**config.mk**
```make
export PLATFORM = sky130hd
export DESIGN_NAME = seven_seg_capture
export DESIGN_NICKNAME = d
export VERILOG_FILES = /design/src/rtl/seven_seg_pkg.sv /design/src/rtl/seg_glyph_decode.sv /design/src/rtl/seven_seg_capture.sv
export SDC_FILE = /design/constraint.sdc
export NUM_CORES = 1
export LEC_CHECK = 0
export ABC_AREA = 0
export CAP_MARGIN = 40
export CORE_ASPECT_RATIO = 1.2
export CORE_MARGIN = 2
export CORE_UTILIZATION = 62
export CTS_BUF_LIST = sky130_fd_sc_hd__clkbuf_4 sky130_fd_sc_hd__clkbuf_8
export DETAILED_ROUTE_END_ITERATION = 10
export GPL_TIMING_DRIVEN = 1
export PLACE_DENSITY = 0.94
export SLEW_MARGIN = 20
export SYNTH_ARGS = -nofsm -noshare
export SYNTH_HDL_FRONTEND = slang
export SYNTH_HIERARCHICAL = 1
export SYNTH_SLANG_ARGS = --single-unit
export TNS_END_PERCENT = 100
```
**constraint.sdc**
```tcl
create_clock -name clock -period 5.66 [get_ports clock]
set_input_delay 1.132 -clock clock [delete_from_list [all_inputs] [get_ports clock]]
set_output_delay 1.132 -clock clock [all_outputs]
set_load 0.005 [all_outputs]
```
**src/rtl/seven_seg_pkg.sv**
```systemverilog
// Shared constants for the seven-segment capture path: active-low glyphs
// for hex digits 0..F and the number of multiplexed digits on the bus.
package seven_seg_pkg;

    localparam int NUM_DIGITS = 4;

    localparam logic [6:0] SEG_0 = 7'h40;
    localparam logic [6:0] SEG_1 = 7'h79;
    localparam logic [6:0] SEG_2 = 7'h24;
    localparam logic [6:0] SEG_3 = 7'h30;
    localparam logic [6:0] SEG_4 = 7'h19;
    localparam logic [6:0] SEG_5 = 7'h12;
    localparam logic [6:0] SEG_6 = 7'h02;
    localparam logic [6:0] SEG_7 = 7'h78;
    localparam logic [6:0] SEG_8 = 7'h00;
    localparam logic [6:0] SEG_9 = 7'h10;
    localparam logic [6:0] SEG_A = 7'h08;
    localparam logic [6:0] SEG_B = 7'h03;
    localparam logic [6:0] SEG_C = 7'h46;
    localparam logic [6:0] SEG_D = 7'h21;
    localparam logic [6:0] SEG_E = 7'h06;
    localparam logic [6:0] SEG_F = 7'h0E;

endpackage

```
**src/rtl/seg_glyph_decode.sv**
```systemverilog
// Combinational inverse of the hex-to-seven-segment decoder: maps an
// active-low segment pattern back to its nibble and flags unknown glyphs.
module seg_glyph_decode
    import seven_seg_pkg::*;
(
    input  logic [6:0] segs,
    output logic       legal,
    output logic [3:0] nibble
);

    always_comb begin
        legal  = 1'b1;
        nibble = 4'h0;
        case (segs)
            SEG_0:   nibble = 4'h0;
            SEG_1:   nibble = 4'h1;
            SEG_2:   nibble = 4'h2;
            SEG_3:   nibble = 4'h3;
            SEG_4:   nibble = 4'h4;
            SEG_5:   nibble = 4'h5;
            SEG_6:   nibble = 4'h6;
            SEG_7:   nibble = 4'h7;
            SEG_8:   nibble = 4'h8;
            SEG_9:   nibble = 4'h9;
            SEG_A:   nibble = 4'hA;
            SEG_B:   nibble = 4'hB;
            SEG_C:   nibble = 4'hC;
            SEG_D:   nibble = 4'hD;
            SEG_E:   nibble = 4'hE;
            SEG_F:   nibble = 4'hF;
            default: legal  = 1'b0;
        endcase
    end

endmodule

```
**src/rtl/seven_seg_capture.sv**
```systemverilog
// Receive-side monitor for the multiplexed 4-digit seven-segment bus:
// deglitches each anode/segs pair, decodes it and publishes whole frames.
module seven_seg_capture
    import seven_seg_pkg::*;
#(
    parameter int STABLE_CYCLES = 4
) (
    input  logic        clock,
    input  logic        reset,
    input  logic [3:0]  anode,
    input  logic [6:0]  segs,
    output logic [15:0] digits,
    output logic [3:0]  digit_valid,
    output logic        frame_done,
    output logic        anode_err
);

    localparam logic [7:0] STABLE_MAX = 8'(STABLE_CYCLES);

    logic [3:0]  anode_p0;
    logic [6:0]  segs_p0;
    logic [7:0]  cnt_p0;
    logic        vld_p1;

    logic [15:0] shadow;
    logic [3:0]  shadow_valid;
    logic [3:0]  mask;

    logic        same;
    logic [7:0]  cnt_next;
    logic [3:0]  anode_low;
    logic        one_hot;
    logic        multi_low;
    logic [3:0]  cap_sel;
    logic        publish;
    logic [3:0]  mask_next;
    logic        dec_legal;
    logic [3:0]  dec_nibble;

    seg_glyph_decode u_decode (
        .segs   (segs_p0),
        .legal  (dec_legal),
        .nibble (dec_nibble)
    );

    always_comb begin
        same      = ({anode, segs} == {anode_p0, segs_p0});
        cnt_next  = 8'd0;
        if (same) begin
            cnt_next = (cnt_p0 == STABLE_MAX) ? cnt_p0 : cnt_p0 + 8'd1;
        end

        anode_low = ~anode_p0;
        multi_low = ((anode_low & (anode_low - 4'd1)) != 4'd0);
        one_hot   = (anode_low != 4'd0) && !multi_low;
        cap_sel   = (vld_p1 && one_hot) ? anode_low : 4'd0;

        // A publish empties the mask; a capture in the same cycle still counts
        // toward the next frame.
        publish   = (mask == 4'hF);
        mask_next = (publish ? 4'd0 : mask) | cap_sel;
    end

    always_ff @(posedge clock) begin
        if (reset) begin
            anode_p0     <= 4'd0;
            segs_p0      <= 7'd0;
            cnt_p0       <= 8'd0;
            vld_p1       <= 1'b0;
            shadow       <= 16'd0;
            shadow_valid <= 4'd0;
            mask         <= 4'd0;
            digits       <= 16'd0;
            digit_valid  <= 4'd0;
            frame_done   <= 1'b0;
            anode_err    <= 1'b0;
        end else begin
            // p0: input sample and stability count
            anode_p0 <= anode;
            segs_p0  <= segs;
            cnt_p0   <= cnt_next;
            vld_p1   <= (cnt_next == STABLE_MAX) && (cnt_p0 != STABLE_MAX);

            // p1: capture the stable sample into the shadow frame
            for (int i = 0; i < NUM_DIGITS; i++) begin
                if (cap_sel[i]) begin
                    shadow[4*i +: 4] <= dec_nibble;
                    shadow_valid[i]  <= dec_legal;
                end
            end
            if (vld_p1 && multi_low) begin
                anode_err <= 1'b1;
            end
            mask <= mask_next;

            // p2: publish the completed frame atomically
            frame_done <= publish;
            if (publish) begin
                digits      <= shadow;
                digit_valid <= shadow_valid;
            end
        end
    end

endmodule

```
-- Word-level counts from Yosys, hierarchy flattened
Cells that the tools add are included.
- logic and storage cells: 57
- input port bits: 13
- output and inout port bits: 22
- register bits: 66
- eq/ne operators: 20
- bitwise operators: 3
- mux-type cells: 6
- reductions and logical operators: 9
- add/sub/neg operators: 2
- operator list (operator ; number):
    one-hot mux 4 bit (15 select lines) ; 1
    equality test 7 bit, second input constant ; 4
    equality test 7 x 5 -> 1 bit, second input constant ; 3
    equality test 7 x 6 -> 1 bit, second input constant ; 3
    equality test 8 x 3 -> 1 bit, second input constant ; 2
    2-to-1 mux 8 bit ; 2
    OR reduction 16 bit ; 1
    equality test 7 x 2 -> 1 bit, second input constant ; 2
    equality test 7 x 4 -> 1 bit, second input constant ; 2
    equality test 11 bit ; 1
    adder 8 x 1 -> 8 bit, second input constant ; 1
    2-to-1 mux 4 bit ; 2
    inequality test 8 x 3 -> 1 bit, second input constant ; 1
    nonzero test 4 bit ; 2
    equality test 7 x 3 -> 1 bit, second input constant ; 1
    logical NOT 7 bit ; 1
    bitwise AND 4 bit ; 1
    equality test 4 bit, second input constant ; 1
    logical AND 1 bit ; 4
    NOT 4 bit ; 1
    OR 4 bit ; 1
    subtractor 4 x 1 -> 4 bit, second input constant ; 1
    logical NOT 1 bit ; 1
    2-to-1 mux 1 bit ; 1

-- Longest topological paths before layout
Gate-level depths: netlist (run 1).
- depth after elaboration: 9
- gate-level depth with buffers: 8
- gate-level depth less buffers: 7

-- Modules after synthesis
The synthesis (run 1) kept the hierarchy.
- by module, submodules not included (module ; cells each ; seq. area each (um2) ; area each (um2) ; times used):
    seven_seg_capture ; 271 ; 1321.3 ; 2543.7 ; 1
    seg_glyph_decode ; 56 ; 0.0 ; 364.1 ; 1

-- Worst setup path before layout (run 1)
No wires, ideal clock.
- kind: input-to-reg
- from: in anode[1]
- to: reg vld_p1
- data arrival time: 2.172 ns
- path buffers: 0
- required time: 5.560 ns
- slack: 3.389 ns
- stages on the path: 4
- library setup time: 0.100 ns
- path through: xor2_1 nor4_1 nand3_1 a2111oi_4
- cells in the longest elaborated chain, start to end: 4
- RTL lines (element ; RTL line ; RTL):
    start, declared ; seven_seg_capture.sv:10 ; input logic [3:0] anode,
    equality test 11 bit ; seven_seg_capture.sv:47 ; same = ({anode, segs} == {anode_p0, segs_p0});
    2-to-1 mux 8 bit ; seven_seg_capture.sv:49 ; if (same) begin
    equality test 8 x 3 -> 1 bit ; seven_seg_capture.sv:82 ; vld_p1 <= (cnt_next == STABLE_MAX) && (cnt_p0 != STABLE_MAX);
    logical AND 1 bit ; seven_seg_capture.sv:82 ;
    end signal, assigned ; seven_seg_capture.sv:82 ;
    end, declared ; seven_seg_capture.sv:23 ; logic vld_p1;
Every way passes these cells.
A chain may end at the register's enable or synchronous reset.

-- Worst setup path after layout (run 1)
Same ends and word-level chain as after synthesis.

==> results of run 1 <==
cell type report:
class | instances | area [um2] | area share [%]
multi-input combinational | 237 | 1460 | 42.0
timing repair buffer | 36 | 370 | 10.7
tap | 58 | 72.6 | 2.09
clock buffer | 12 | 165 | 4.76
inverter | 3 | 11.3 | 0.324
clock inverter | 4 | 72.6 | 2.09
sequential | 66 | 1320 | 38.1
sequential cells by signal, summed over array words and instances (netlist names):
signal	count
mask	4
segs_p0	7
cnt_p0	8
shadow	16
anode_err	1
digit_valid	4
vld_p1	1
digits	16
anode_p0	4
shadow_valid	4
frame_done	1
worst max-delay path, cell delays in order:
cell,delay (ns)
sky130_fd_sc_hd__clkdlybuf4s50_1,0.44
sky130_fd_sc_hd__xor2_1,0.17
sky130_fd_sc_hd__nor4_1,0.33
sky130_fd_sc_hd__nand3_1,0.35
sky130_fd_sc_hd__a2111oi_4,0.40
metrics by stage:
stage / setup slack (ns) / power [uW] / hold WS, ns / utilization [%] / cells
finish: 3.07 / 983 / 0.453 / 76.1 / 416
global placement: 2.81 / 532 / 0.441 / 70.1 / 398
CTS: 3.10 / 988 / 0.453 / 76.1 / 416
global route: 2.98 / 1010 / 0.473 / 76.1 / 416
detailed placement: 2.75 / 536 / 0.443 / 70.9 / 400
floorplan: 3.39 / 521 / 0.431 / - / 327
worst max-delay path by stage:
stage                     startpoint     end  slack, ns  cells past startpoint
after floorplan             anode[1]  vld_p1       3.39                      4
after CTS                   anode[1]  vld_p1       3.10                      5
after detailed placement    anode[1]  vld_p1       2.75                      5
final                       anode[1]  vld_p1       3.07                      5
after global placement      anode[0]  vld_p1       2.81                      5
after global routing        anode[1]  vld_p1       2.98                      5
cells by family (layout without fill, tap and decap cells):
family,after synthesis,in the layout
buf+inv,24,55
flops,66,66
mux,22,22
xor+xnor,18,18
simple gates,149,149
fa+ha+maj,3,3
compound gates,45,45
synthesized netlist by cell type, drive strengths merged (3+ instances only):
cell / count
a21oi: 26
a31oi: 3
and3: 4
buf: 8
clkbuf: 13
dfxtp: 66
inv: 3
mux2i: 22
nand2: 45
nand3: 6
nand4: 8
nor2: 39
nor2b: 14
nor3: 8
nor3b: 6
nor4: 5
nor4b: 3
o21ai: 9
or3: 3
xor2: 16
cell usage in the layout, fill, tap and decap left out, types with 2 or more instances in the layout:
| cell | n |
|---|---|
| sky130_fd_sc_hd__o21ai_1 | 3 |
| sky130_fd_sc_hd__nand4_1 | 8 |
| sky130_fd_sc_hd__nor3b_2 | 4 |
| sky130_fd_sc_hd__ha_1 | 2 |
| sky130_fd_sc_hd__o211ai_1 | 2 |
| sky130_fd_sc_hd__nor2b_1 | 14 |
| sky130_fd_sc_hd__nor3b_1 | 2 |
| sky130_fd_sc_hd__and2_1 | 2 |
| sky130_fd_sc_hd__a31oi_1 | 3 |
| sky130_fd_sc_hd__mux2i_1 | 22 |
| sky130_fd_sc_hd__nor4b_1 | 3 |
| sky130_fd_sc_hd__nand3_1 | 4 |
| sky130_fd_sc_hd__nor4_1 | 5 |
| sky130_fd_sc_hd__dfxtp_1 | 66 |
| sky130_fd_sc_hd__xor2_1 | 16 |
| sky130_fd_sc_hd__or3_1 | 3 |
| sky130_fd_sc_hd__nand2_1 | 45 |
| sky130_fd_sc_hd__clkbuf_8 | 12 |
| sky130_fd_sc_hd__o21ai_0 | 6 |
| sky130_fd_sc_hd__inv_1 | 3 |
| sky130_fd_sc_hd__nor3_1 | 8 |
| sky130_fd_sc_hd__bufinv_16 | 2 |
| sky130_fd_sc_hd__xnor2_1 | 2 |
| sky130_fd_sc_hd__clkdlybuf4s50_1 | 33 |
| sky130_fd_sc_hd__and3_1 | 3 |
| sky130_fd_sc_hd__nor2_1 | 39 |
| sky130_fd_sc_hd__a21oi_1 | 26 |
metal layers:
layer / global-route usage [%] / wire, um
met5: 0 / 0
met4: 9.18 / 123
met2: 40.7 / 3040
met1: 27.6 / 2450
met3: 8.22 / 315
power by group through the flow:
stage / Sequential [uW] / Combinational [uW] / Clock, uW
global placement: 491 / 41.3 / 0
floorplan: 482 / 38.3 / 0
finish: 481 / 46.7 / 455
detailed placement: 491 / 44.9 / 0
global route: 482 / 49.9 / 482
CTS: 481 / 46.3 / 461
==> summary by stage, run 1 <==
Run status
The run finished with clean final reports.

Floorplan
The number of primary I/O pins is 35. The overall die height is 79.0 um. The area of the core is 4560 um2. The initialized floorplan defines 27 standard-cell rows. The initial core utilization is 63.8%. The floorplan step defined a die boundary enclosing 5260 um2. The die width is 66.5 um.

Worst setup path
Data on the critical path arrives at its endpoint at 2.83 ns. The worst setup path is captured at a flip-flop. The critical path is of the input pin to flip-flop type. The worst register-to-register path ends at shadow[9].

The depth of the worst register-to-register path is 7. Setup slack on the worst reg-to-reg path comes out at 3.41 ns. The type of origin of the critical path is an input pin. For the worst setup path, the data required time is 5.90 ns. Along the worst path, the maximum fanout reaches 9. In this run the critical register-to-register path is launched from segs_p0[2].

Synth
After synthesis the netlist holds a flip-flop and latch count of 66. Among all flip-flop cells after synthesis, the most frequent one is sky130_fd_sc_hd__dfxtp_1. Of the post-synthesis cell area, the dominant cell type holds 45.4%. Of the total synthesized cell area, the portion taken by XOR and XNOR cells is 5.42%. The synthesized-area fraction occupied by adder cells is 1.20%. The count of different cell masters after synthesis is 46. The count of warnings emitted by yosys is 6. The sequential share of the synthesized area is 45.4%. The number of nets produced by synthesis is 342. The largest total area in the synthesized netlist belongs to sky130_fd_sc_hd__dfxtp_1. The multiplexer fraction of the synthesized cell area is 7.57%. By area the synthesized netlist is led by sky130_fd_sc_hd__dfxtp_1, sky130_fd_sc_hd__mux2i_1, sky130_fd_sc_hd__nand2_1, sky130_fd_sc_hd__nor2_1, sky130_fd_sc_hd__xor2_1.

The main combinational cell family by area after synthesis is simple AND/OR/NAND/NOR gates. The cell count after synthesis came out at 327. The share of flip-flops with an asynchronous set or reset after synthesis is 0%. The post-synthesis average cell area is 8.89 um2. The synthesized netlist occupies a cell area of 2910 um2. The synthesized netlist devotes 9.21% of its cell area to compound gates. The count of flip-flops with a built-in enable after synthesis is 0.

The simple-gate share of the synthesized area is 26.7%.

Timing
The smallest clock period supported by the final layout is computed as 2.59 ns. The maximum operating frequency is 0.387 GHz. The headroom to the max-slew limit is 52.1%. The transition time of the tightest slew-check pin is 0.715 ns.

Setup repair after global routing left no endpoint under its margin. The final count of pins violating max slew is 0. The count of endpoints failing setup in the final report is 0. The final sum of negative setup slack is 0 ns. The final worst-path cycle share is 45.7%. Across the routed clock network, the largest skew measured is 0.00426 ns. The number of hold violations in the final report came to 0.

Global routing
The maximum number of pins on one net before global-route repair is 38. The via count of the first global-routing pass is 2,125. The total global-route track usage is 24.0%. Summed over all layers, the global routing overflow is 0.

The first-pass GRT wire length is 9.55 mm. The number of antenna violations at the first check in global routing came to 0.

Power and ir drop
Across the VDD grid, the largest voltage drop is 0.163 mV. Power spread over the standard cell area amounts to 283 nW/um2. In this run the static leakage power is 0.00119 uW.

The switching part of the total power is 21.3%. Internal power comes to 774 uW. The share of total power in sequential cells is 48.9%. In this run the power spent charging and discharging nets is 209 uW. In this run, the combinational gates consume 4.7% of the power. The share of total power dissipated in the clock network is 46.3%.

Routing
Dividing the detail-routed via count by the number of cells gives 5.71. The routed via count is 2,376. After detailed routing, the number of remaining DRC violations is 0. Dividing the detail-routed wire length by the instance count gives 14.3 um. The first-pass iteration count of the detailed router is 4. The overall routed net length is 5.93 mm. For this block, the initial DRC count from the detailed router was 124.

The final antenna-violating net count is 0.

Min path
The type of the tightest min-delay check is flip-flop to flip-flop. The worst hold path begins at digits[8]. The worst hold path stage count is 2. For hold timing, the worst endpoint is digits[8].

Clocking
The root buffer cell chosen for the clock tree is sky130_fd_sc_hd__clkbuf_8. For this design, the sink count on the clock tree is 66. The worst-case clock buffer depth is 2.

The CTS tree is yes. In this run, post-CTS hold repair placed 0 buffers. Buffers added to address setup during post-CTS repair amount to 0.

The source-to-sink clock delay at the later pin of the worst-skew pair is 0.34 ns. The CTS clock-pin slew for the worst setup and hold paths is 0.07 ns. The H-tree depth is 3. After clock tree synthesis, the repair step resized 0 gates. The clock buffer count from CTS is 9.

Placed design
The final weighted congestion in routability-driven placement is 0.891. The wire-length estimate of the detail-placed layout is 3.89 mm. The instance area after placement is 3230 um2.

The count of port buffers added during placement is 34.

Cells and area
The net count of the finished layout is 368. The relative area change from synthesis to final layout is 19.4%. The fraction of layout instances using a drive strength above 1 is 7.82%. Counting the fill cells in the layout gives 312. The cell area after layout is 3470 um2. The number of antenna diodes in the final layout is 0.

Job
The tool flagged a number of max-cap violations equal to 0.
No activity file was read; power rests on OpenSTA's default activity.
==> inputs of run 2 (changes only) <==
--- a/config.mk
+++ b/config.mk
@@ -9,11 +9,11 @@
 export CAP_MARGIN = 40
 export CORE_ASPECT_RATIO = 1.2
 export CORE_MARGIN = 2
-export CORE_UTILIZATION = 62
+export CORE_UTILIZATION = 52
 export CTS_BUF_LIST = sky130_fd_sc_hd__clkbuf_4 sky130_fd_sc_hd__clkbuf_8
 export DETAILED_ROUTE_END_ITERATION = 10
 export GPL_TIMING_DRIVEN = 1
-export PLACE_DENSITY = 0.94
+export PLACE_DENSITY = 0.85
 export SLEW_MARGIN = 20
 export SYNTH_ARGS = -nofsm -noshare
 export SYNTH_HDL_FRONTEND = slang
==> constraint.sdc (replaced) <==
create_clock -name clock -period 2.3 [get_ports clock]
set_input_delay 0.46 -clock clock [delete_from_list [all_inputs] [get_ports clock]]
set_output_delay 0.46 -clock clock [all_outputs]
set_load 0.005 [all_outputs]
==> run 2 against run 1 <==
- die area rose by 18%
- critical endpoint is now shadow_valid[2]
- first-iteration DRC count grew 6.5%
- largest power group unchanged
- critical path depth is 2 higher
- final area down 1.0%
- sequential share of layout area increased by 0.40 points
- hold slack got worse by 0.0019 ns
- via count down 2.2%
- setup slack got worse by 2.8 ns
==> summary by stage, run 2 (synthesized netlist as in run 1, its figures left out) <==
Timing
The routed design could run at a clock period as short as 2.04 ns. The transition time of the tightest slew-check pin is 0.664 ns (was 0.715 ns). RSZ-0062 raised after global routing: no (unchanged). The final sum of negative setup slack is 0 ns (unchanged).

The headroom to the max-slew limit is 55.6% (was 52.1%). The worst path uses 88.8% of the clock period. The final count of pins violating max slew is 0 (unchanged). The number of hold violations in the final report is 0 (unchanged). The clock tree skew after final layout is 0.00669 ns (was 0.00426 ns). The count of endpoints failing setup in the final report is 0 (unchanged).

Derived from the worst setup path, the maximum achievable clock frequency is 0.490 GHz.

Routing
The average routed wire per standard cell is 13.2 um (was 14.3 um). The routed via count is 2,324 (was 2,376). The first-pass iteration count of the detailed router is 4 (unchanged). The DRC violations left is 0 (unchanged).

The overall routed net length came to 5.54 mm (was 5.93 mm). The average vias per placed instance is 5.53 (was 5.71). The final antenna-violating net count is 0 (unchanged). The count of routing violations after the opening detailed-route iteration is 132 (was 124).

Power and ir drop
The peak supply drop is 0.531 mV (was 0.163 mV). The power consumption is 2280 uW (was 983 uW). The static power due to leakage was 0.00117 uW (was 0.00119 uW). The power density relative to cell area is 663 nW/um2 (was 283 nW/um2).

Worst setup path
The number of buffer and inverter stages on the critical path is 0 (was 1). The largest incremental delay on the critical path was 0.58 ns (was 0.44 ns). The highest fanout seen on the critical path is 12 (was 9).

The type of element capturing the critical path is a flip-flop (unchanged). The worst path required time is 2.57 ns (was 5.90 ns). The arrival time at the worst endpoint was 2.31 ns (was 2.83 ns). The type of origin of the critical path is a flip-flop (was input pin). Critical Path, Cell by Cell: nor2b_1, o21ai_1, o31ai_1, a31oi_1, o211ai_1, mux2i_1, nor2_1 (was clkdlybuf4s50_1, xor2_1, nor4_1, nand3_1, a2111oi_4). The type of the setup path with the least slack is flip-flop to flip-flop (was input pin to flip-flop). The cell family with the largest share of critical-path delay is compound AO/OA/AOI/OAI gates (was simple AND/OR/NAND/NOR gates).

The cell at the slowest stage of the critical path is sky130_fd_sc_hd__dfxtp_1 (was sky130_fd_sc_hd__clkdlybuf4s50_1).

Cells and area
Regs by FF count: digits: 16 flops, shadow: 16 flops, cnt_p0: 8 flops (unchanged). Leading cell types in the layout, fill and taps excluded: sky130_fd_sc_hd__dfxtp_1, sky130_fd_sc_hd__nand2_1, sky130_fd_sc_hd__nor2_1, sky130_fd_sc_hd__clkdlybuf4s50_1, sky130_fd_sc_hd__a21oi_1 (unchanged). The area of combinational cells with multiple inputs is 1460 um2 (unchanged).

The number of antenna diodes is 0 (unchanged). The commonest non-fill, non-tap cell in the layout is sky130_fd_sc_hd__dfxtp_1 (unchanged). The total area of sequential cells came to 1320 um2 (unchanged).

The post-layout net count is 371 (was 368). The fraction of layout instances using a drive strength above 1 is 7.82% (unchanged). The relative area change from synthesis to final layout came to 18.1% (was 19.4%). The filler cell count was 458 (was 312).

Floorplan
The floorplan row count is 29 (was 27). The overall die height came to 85.9 um (was 79.0 um). The area of the core is 5330 um2 (was 4560 um2). The initial core utilization was 54.5% (was 63.8%).

The die outline area is 6210 um2 (was 5260 um2). The number of primary I/O pins is 35 (unchanged). The die width is 72.3 um (was 66.5 um).

Run status
Run status: finished clean (unchanged).

Global routing
The via count of the first global-routing pass is 2,132 (was 2,125). The total global-route track usage is 19.4% (was 24.0%). The number of antenna violations at the first check in global routing was 0 (unchanged). The remaining global-route overflow came to 0 (unchanged).

The maximum number of pins on one net before global-route repair is 58 (was 38). The first-pass GRT wire length is 9.48 mm (was 9.55 mm).

Min path
The type of the tightest min-delay check was flip-flop to flip-flop (unchanged).

Clocking
The source-to-sink clock delay at the later pin of the worst-skew pair is 0.33 ns (was 0.34 ns). The CTS clock-pin slew for the worst setup and hold paths is 0.07 ns (about the same). The worst-case clock buffer depth is 2 (unchanged). The clock buffer count from CTS was 9 (unchanged).

The clock sink count was 66 (unchanged). The total of hold buffers inserted after clock tree synthesis was 0 (unchanged). The H-tree depth is 3 (unchanged).

The CTS tree is yes (unchanged). The number of buffers added for setup after CTS came to 0 (unchanged). The cell chosen for the clock root was sky130_fd_sc_hd__clkbuf_8 (unchanged). The quantity of gates resized following cts is 0 (unchanged).

Placed design
The final HPWL from detailed placement came to 3.85 mm (was 3.89 mm). The final weighted congestion in routability-driven placement came to 0.823 (was 0.891). The count of port buffers added during placement is 34 (unchanged).

Job
The max-cap violation count came to 0 (unchanged).
[run 2: cell count changes in the layout (fill, tap and decap cells not counted), sizes merged]
cell / delta
clkinvlp: -1
clkinv: +1
buf: +3
clkbuf: -3
[run 2: worst register-to-register path: cells and delay by family, from the launching register on]
kind | cells | cell delay [ns]
muxes | 1 | 0.14
DFF | 1 | 0.58
and+or+nand+nor | 2 | 0.38
AOI/OAI and AO/OA | 4 | 0.87
[run 2: final cells by class]
class,count,share of cell area [%]
multi-input combinational,237,42.4
sequential,66,38.5
timing repair buffer,39,10.9
clock buffer,9,3.61
tap,62,2.26
clock inverter,4,2.04
inverter,3,0.328
[run 2: through the flow]
step           util (%)  hold WS, ns  area (um2)  cells  setup slack (ns)
2_1_floorplan         -        0.431        2910    327             0.509
3_3_place_gp       60.8        0.442        3240    407             0.291
3_5_place_dp       60.8        0.446        3240    407             0.269
4_1_cts            64.4        0.454        3430    420             0.288
5_1_grt            64.4        0.476        3430    420            0.0467
6_report           64.4        0.451        3430    420             0.258
[run 2: metal layers]
layer  up-vias  wire, um  track usage (%)
li1       1173         -                -
met1      1080      2410             23.5
met2        65      2800             31.8
met3         6       245             5.76
met4         0        79             8.40
met5         -         0                0
[run 2: power breakdown]
part,leakage [uW],total (uW),switching [uW],internal (uW)
Clock,0.000101,986,398,588
Sequential,0.000534,1180,31.1,1150
Combinational,0.000539,108,54.9,53.2
Total,0.00117,2280,484,1790
[run 2: worst paths after layout]
path / start / endpoint / cells past startpoint / slack (ns)
hold reg to reg: digits[5] / digits[5] / 2 / 0.45
setup reg to reg: segs_p0[2] / shadow_valid[2] / 7 / 0.26
setup / recovery: segs_p0[2] / shadow_valid[2] / 7 / 0.26
hold / removal: digits[5] / digits[5] / 2 / 0.45
